[src/rtl/fp32_to_signed_fraction32.sv]
// fp32_to_signed_fraction32: three-stage FP32 -> Q1.31 signed fraction converter
// with a valid/ready stream interface and full backpressure.
module fp32_to_signed_fraction32 (
   input  logic        clk,
   input  logic        rst,
   input  logic        in_valid,
   output logic        in_ready,
   input  logic [31:0] in_data,
   output logic        out_valid,
   input  logic        out_ready,
   output logic [31:0] out_data,
   output logic        out_sat,
   output logic        out_invalid,
   output logic        out_underflow
);

   localparam int unsigned W      = 32;
   localparam int unsigned SIG_W  = 24;
   localparam int unsigned SHL_W  = 3;
   localparam int unsigned SHR_W  = 5;
   // Exponent at which the 24-bit significand lands unshifted in Q1.31.
   localparam logic [7:0]  E_ALIGN = 8'd119;

   typedef enum logic [2:0] {
      CL_NORM = 3'd0,
      CL_ZERO = 3'd1,
      CL_UFL  = 3'd2,
      CL_NAN  = 3'd3,
      CL_SAT  = 3'd4,
      CL_NEG1 = 3'd5
   } cls_e;

   // stage valids and advance enables
   logic v1_q, v1_d, v2_q, v2_d, v3_q, v3_d;
   logic en1, en2, en3;

   // S1 payload
   cls_e             cls1_q, cls1_d;
   logic             sign1_q, sign1_d;
   logic [SIG_W-1:0] sig1_q, sig1_d;
   logic             left1_q, left1_d;
   logic [SHL_W-1:0] shl1_q, shl1_d;
   logic [SHR_W-1:0] shr1_q, shr1_d;

   // S2 payload
   cls_e             cls2_q, cls2_d;
   logic             sign2_q, sign2_d;
   logic [W-1:0]     mag2_q, mag2_d;

   // S3 payload (drives outputs)
   logic [W-1:0]     data3_q, data3_d;
   logic             sat3_q, sat3_d;
   logic             inv3_q, inv3_d;
   logic             ufl3_q, ufl3_d;

   // classification results for the incoming word
   cls_e             cls_c;
   logic             left_c;
   logic [SHL_W-1:0] shl_c;
   logic [SHR_W-1:0] shr_c;
   logic [7:0]       rsh_c;
   logic [7:0]       exp_c;
   logic [22:0]      man_c;

   // S2 shifter and S3 result selection
   logic [W-1:0]     mag_c;
   logic [W-1:0]     res_data_c;
   logic             res_sat_c, res_inv_c, res_ufl_c;

   // Ready chain: a stage may load when empty or when its successor moves.
   always_comb begin
      en3      = ~v3_q | out_ready;
      en2      = ~v2_q | en3;
      en1      = ~v1_q | en2;
      in_ready = en1 | rst;
   end

   // Classify the input word and precompute the shift direction/amount.
   always_comb begin
      exp_c  = in_data[30:23];
      man_c  = in_data[22:0];
      cls_c  = CL_NORM;
      left_c = 1'b0;
      shl_c  = '0;
      shr_c  = '0;
      rsh_c  = E_ALIGN - exp_c;
      if (exp_c == 8'hFF) begin
         cls_c = (man_c != '0) ? CL_NAN : CL_SAT;
      end else if (exp_c == 8'h00) begin
         cls_c = (man_c != '0) ? CL_UFL : CL_ZERO;
      end else if (exp_c >= 8'd127) begin
         cls_c = (in_data[31] && exp_c == 8'd127 && man_c == '0) ? CL_NEG1 : CL_SAT;
      end else if (exp_c >= E_ALIGN) begin
         left_c = 1'b1;
         shl_c  = SHL_W'(exp_c - E_ALIGN);
      end else begin
         // Right shifts of 24 or more already clear the significand; clamp at 31.
         shr_c = (rsh_c >= 8'd31) ? SHR_W'(31) : rsh_c[SHR_W-1:0];
      end
   end

   // Barrel shift of the S1 significand into the 32-bit magnitude.
   always_comb begin
      mag_c = left1_q ? (W'(sig1_q) << shl1_q) : (W'(sig1_q) >> shr1_q);
   end

   // Negation and saturation selection from the S2 payload.
   always_comb begin
      res_data_c = '0;
      res_sat_c  = 1'b0;
      res_inv_c  = 1'b0;
      res_ufl_c  = 1'b0;
      case (cls2_q)
         CL_NORM: begin
            res_data_c = sign2_q ? (~mag2_q + W'(1)) : mag2_q;
            res_ufl_c  = (mag2_q == '0);
         end
         CL_UFL:  res_ufl_c = 1'b1;
         CL_NAN:  res_inv_c = 1'b1;
         CL_SAT: begin
            res_data_c = sign2_q ? 32'h8000_0000 : 32'h7FFF_FFFF;
            res_sat_c  = 1'b1;
         end
         CL_NEG1: res_data_c = 32'h8000_0000;
         default: res_data_c = '0;
      endcase
   end

   // Next-state for all pipeline registers: hold unless the stage is enabled.
   always_comb begin
      v1_d    = v1_q;
      cls1_d  = cls1_q;
      sign1_d = sign1_q;
      sig1_d  = sig1_q;
      left1_d = left1_q;
      shl1_d  = shl1_q;
      shr1_d  = shr1_q;
      v2_d    = v2_q;
      cls2_d  = cls2_q;
      sign2_d = sign2_q;
      mag2_d  = mag2_q;
      v3_d    = v3_q;
      data3_d = data3_q;
      sat3_d  = sat3_q;
      inv3_d  = inv3_q;
      ufl3_d  = ufl3_q;
      if (en1) begin
         v1_d    = in_valid;
         cls1_d  = cls_c;
         sign1_d = in_data[31];
         sig1_d  = {1'b1, in_data[22:0]};
         left1_d = left_c;
         shl1_d  = shl_c;
         shr1_d  = shr_c;
      end
      if (en2) begin
         v2_d    = v1_q;
         cls2_d  = cls1_q;
         sign2_d = sign1_q;
         mag2_d  = mag_c;
      end
      if (en3) begin
         v3_d    = v2_q;
         data3_d = res_data_c;
         sat3_d  = res_sat_c;
         inv3_d  = res_inv_c;
         ufl3_d  = res_ufl_c;
      end
   end

   // Pipeline registers with synchronous reset.
   always_ff @(posedge clk) begin
      if (rst) begin
         v1_q    <= 1'b0;
         cls1_q  <= CL_ZERO;
         sign1_q <= 1'b0;
         sig1_q  <= '0;
         left1_q <= 1'b0;
         shl1_q  <= '0;
         shr1_q  <= '0;
         v2_q    <= 1'b0;
         cls2_q  <= CL_ZERO;
         sign2_q <= 1'b0;
         mag2_q  <= '0;
         v3_q    <= 1'b0;
         data3_q <= '0;
         sat3_q  <= 1'b0;
         inv3_q  <= 1'b0;
         ufl3_q  <= 1'b0;
      end else begin
         v1_q    <= v1_d;
         cls1_q  <= cls1_d;
         sign1_q <= sign1_d;
         sig1_q  <= sig1_d;
         left1_q <= left1_d;
         shl1_q  <= shl1_d;
         shr1_q  <= shr1_d;
         v2_q    <= v2_d;
         cls2_q  <= cls2_d;
         sign2_q <= sign2_d;
         mag2_q  <= mag2_d;
         v3_q    <= v3_d;
         data3_q <= data3_d;
         sat3_q  <= sat3_d;
         inv3_q  <= inv3_d;
         ufl3_q  <= ufl3_d;
      end
   end

   assign out_valid     = v3_q;
   assign out_data      = data3_q;
   assign out_sat       = sat3_q;
   assign out_invalid   = inv3_q;
   assign out_underflow = ufl3_q;

endmodule

[config.mk]
export PLATFORM = sky130hd
export DESIGN_NAME = fp32_to_signed_fraction32
export DESIGN_NICKNAME = d
export VERILOG_FILES = /design/src/rtl/fp32_to_signed_fraction32.sv
export SDC_FILE = /design/constraint.sdc
export NUM_CORES = 1
export LEC_CHECK = 0
export BUFFER_PORTS_ARGS = -buffer_cell sky130_fd_sc_hd__buf_2
export CAP_MARGIN = 15
export CORE_ASPECT_RATIO = 2
export CORE_UTILIZATION = 40
export CTS_CLUSTER_SIZE = 16
export DETAILED_ROUTE_END_ITERATION = 8
export PLACE_DENSITY = 0.69
export SLEW_MARGIN = 20
export SYNTH_ARGS = -nofsm -noshare
export SYNTH_HDL_FRONTEND = slang
export SYNTH_SLANG_ARGS = --single-unit
[constraint.sdc]
create_clock -name clk -period 2.7 [get_ports clk]
set_input_delay 0.405 -clock clk [delete_from_list [all_inputs] [get_ports clk]]
set_output_delay 0.405 -clock clk [all_outputs]
set_load 0.02 [all_outputs]
==> metrics.md <==
| Metric | Value |
|---|---|
| I/O pin cnt | 73 |
| IO buf count | 72 |
| Max-Cap Viols | 0 |
| Top cells by area, synth | dfxtp_1, mux4_2, a22o_1, nor2_1, mux2_2 |
| Clk sinks | 110 |
| Sequential element share of the synthesized area | 30.50% |
| RSZ-0062 raised after global routing | no |
| Setup TNS | 0 ns |
| Clk root buf | clkbuf_16 |
| Peak supply drop | 0.0002527 V |
| Ys Warns | 0 |
| # rows | 69 |
| Hold WS | 0.2419 ns |
| Final nets | 894 |
| Hold depth | 2 |
| Critical path required time | 2.92 ns |
| Num CTS Buffers | 9 |
| Final min period | 2.545 ns |
| Post-DRT Antenna Nets | 0 |
| Routability cong. | 1.014 |
| Period utilization | 94.26% |
| Vias in the first global route | 6670 |
| Post-Syn Area | 0.007221 mm² |
| Depth of the most critical reg-to-reg path | 6 |
| Rel. slew slack | 54.13% |
| CTS H-tree depth | 3 |
| Clk_skew | 0.007987 ns |
| Status | finished, final reports clean |
| Initial core utilization | 40.80% |
| Netlist cell types | 70 |
| Critical Path End Type | flop |
| Layout cells sized above 1 | 23.22% |
| Clock tree buffer depth | 2 |
| Die area | 0.01863 mm² |
| CP Launch Type | flop |
| FF-to-FF setup slack | 0.15 ns |
| RR Endpoint | mag2_q[3] |
| First-pass GRT wire length | 37980 µm |
| Die X | 97.01 µm |
| Pwr per Cell Area | 487.5 mW/mm² |
| Async set-reset flop share out of synthesis | 0% |
| Core Area | 0.01770 mm² |
| Slew of the pin with the lowest slew margin | 0.6866 ns |
| Filler cell count | 1734 |
| Remaining DRCs | 0 |
| Initial antenna violation count | 0 |
| Total Routing Usage GR | 26.69% |
| Wire length per cell | 22.91 µm |
| Yosys top cell area share | 30.50% |
| Syn Nets | 847 |
| Final wirelength | 24520 µm |
| Hold crit path type | in2reg |
| Post-Syn Instances | 806 |
| Hold path start | in_valid |
| Max-slew violations | 0 |
| Post-CTS Setup Inserts | 0 |
| Layout area overhead | 11.51% |
| CTS Hold Bufs | 0 |
| CTS tree | yes |
| # resized after CTS | 0 |
| F_max | 392.9 MHz |
| Leak | 0.003080 µW |
| Antenna diodes | 0 |
| Syn_area_per_cell | 8.959 µm² |
| CP startpoint | shr1_q[0] |
| Largest net degree at the start of global routing | 48 |
| Die Span Y | 192.0 µm |
| Most used flip-flop cell after synthesis | dfxtp_1 |
| Vias/cell | 6.360 |
| Max FO, Critical Path | 9 |
| Worst reg2reg startpoint | shr1_q[0] |
| DR vias | 6805 |
| Clock Pin Slew Worst Setup and Hold Paths | 0.07 ns |
| Worst Path Arrival | 2.77 ns |
| #FFs+latches synth | 110 |
| Hold Crit Endpoint | v1_q |
| Pre-Repair DR Iteration Count | 6 |
| Detailed Place HPWL | 18540 µm |
| Clock Latency Late Sink | 0.36 ns |
| Critical path class | reg2reg |
| Initial DRC count | 357 |
| Finish-stage setup viols | 0 |
| Number of synthesized flops with an enable pin | 0 |
| GRT Residual Overflow | 0 |
| Cell taking the most area after synthesis | dfxtp_1 |
| Endpoints failing hold | 0 |
==> metrics by stage <==
stage               total power (µW)  instances  utilization, %  setup WS (ns)  instance area, µm²
floorplan                       2410        806               -         0.7936                7221
global placement                2679       1055           43.99         0.4559                7786
detailed placement              2687       1055           43.99         0.4084                7786
CTS                             3915       1070           45.49         0.3936                8051
global route                    4089       1070           45.49        0.09693                8051
finish                          3925       1070           45.49         0.1549                8051
==> flip-flops by register name, summed over array words and instances, names as in the netlist <==
register,cells
shl1_q,3
sig1_q,24
cls1_q,3
sign1_q,1
left1_q,1
out_valid,1
mag2_q,31
out_data,32
shr1_q,5
out_sat,1
v1_q,1
out_underflow,1
out_invalid,1
cls2_q,3
sign2_q,1
v2_q,1
==> layout by cell type (no fill, tap or decap), types with 7 or more instances in the layout <==
master     count
dfxtp_1      110
nor3_1        22
buf_4         33
mux2i_1       25
o21ai_0       27
nor2_1        77
o22ai_1       23
a31oi_1        9
a211oi_1      20
nor4_1        10
nand3_1       21
clkbuf_16      9
buf_2         72
xnor2_1        8
a21oi_1       47
nand2_1       56
o31ai_1        8
a22oi_1       17
xor2_1        18
nand2b_1      10
nor2b_1       10
mux4_2        34
nand4_1        7
inv_1         14
mux2_2        24
a22o_1        34
a221oi_1      12
==> Yosys cell counts (4+ instances only) <==
| cell | n |
|---|---|
| dfxtp_1 | 110 |
| nor2_1 | 78 |
| nand2_1 | 56 |
| a21oi_1 | 48 |
| clkbuf_1 | 46 |
| a22o_1 | 34 |
| mux4_2 | 34 |
| o21ai_0 | 27 |
| mux2i_1 | 25 |
| mux2_2 | 24 |
| o22ai_1 | 23 |
| nor3_1 | 22 |
| nand3_1 | 21 |
| a211oi_1 | 20 |
| xor2_1 | 18 |
| a22oi_1 | 17 |
| inv_1 | 14 |
| a221oi_1 | 12 |
| buf_2 | 12 |
| nor2b_1 | 11 |
| nand2b_1 | 10 |
| nor4_1 | 10 |
| a31oi_1 | 9 |
| o31ai_1 | 8 |
| xnor2_1 | 8 |
| clkbuf_8 | 7 |
| nand4_1 | 7 |
| ha_1 | 5 |
| nand3b_1 | 5 |
| nor3b_1 | 5 |
| or3_1 | 5 |
| o211ai_1 | 4 |
| o21ai_1 | 4 |
| o41ai_1 | 4 |
| o41ai_2 | 4 |
==> where the power goes <==
part,leakage [µW],switching (µW),internal (µW)
combinational,0.00205,502,351
clock,0.000126,621,625
sequential,0.000901,130,1700
==> worst max-delay path, stage by stage (launching register included) <==
cell and delay [ns]:
dfxtp_1 0.66, buf_4 0.26, mux4_2 0.51, nand2_1 0.24, o21ai_0 0.13, a21oi_1 0.45
a211oi_1 0.14
==> final cells by class <==
type,count,area (µm²),share of cell area [%]
multi-input combinational,609,4593,57.05
sequential,110,2202,27.35
timing repair buffer,108,668.1,8.298
tap,213,266.5,3.310
clock buffer,10,229.0,2.844
inverter,15,56.30,0.6993
clock inverter,5,36.28,0.4507
==> how the worst max path moves through the flow <==
stage / to / slack [ns] / cells after the start
5_1_grt: mag2_q[3] / 0.1 / 6
3_5_place_dp: mag2_q[8] / 0.41 / 6
2_1_floorplan: mag2_q[9] / 0.79 / 5
6_report: mag2_q[3] / 0.15 / 6
4_1_cts: mag2_q[8] / 0.39 / 6
3_3_place_gp: mag2_q[8] / 0.46 / 6
==> per-layer routing <==
| metal | wire length [µm] | global-route usage (%) | vias to the layer above |
|---|---|---|---|
| li1 | - | - | 3179 |
| met1 | 8158 | 25.06 | 3272 |
| met2 | 13330 | 50.00 | 261 |
| met3 | 1129 | 4.949 | 93 |
| met4 | 1898 | 21.24 | 0 |
| met5 | 0 | 0 | - |
==> logic make-up (layout without fill, tap and decap cells) <==
| group | Yosys count | after routing | share of synthesized area, % |
|---|---|---|---|
| AND/OR/NAND/NOR | 258 | 258 | 18.25 |
| adder cells (fa/ha/maj) | 5 | 5 | 0.8664 |
| buffers and inverters | 87 | 138 | 6.013 |
| flip-flops | 110 | 110 | 30.50 |
| AO/OA/AOI/OAI | 237 | 237 | 23.41 |
| multiplexers | 83 | 83 | 17.81 |
| XOR/XNOR | 26 | 26 | 3.154 |
Power figures use the tool's default switching activity.
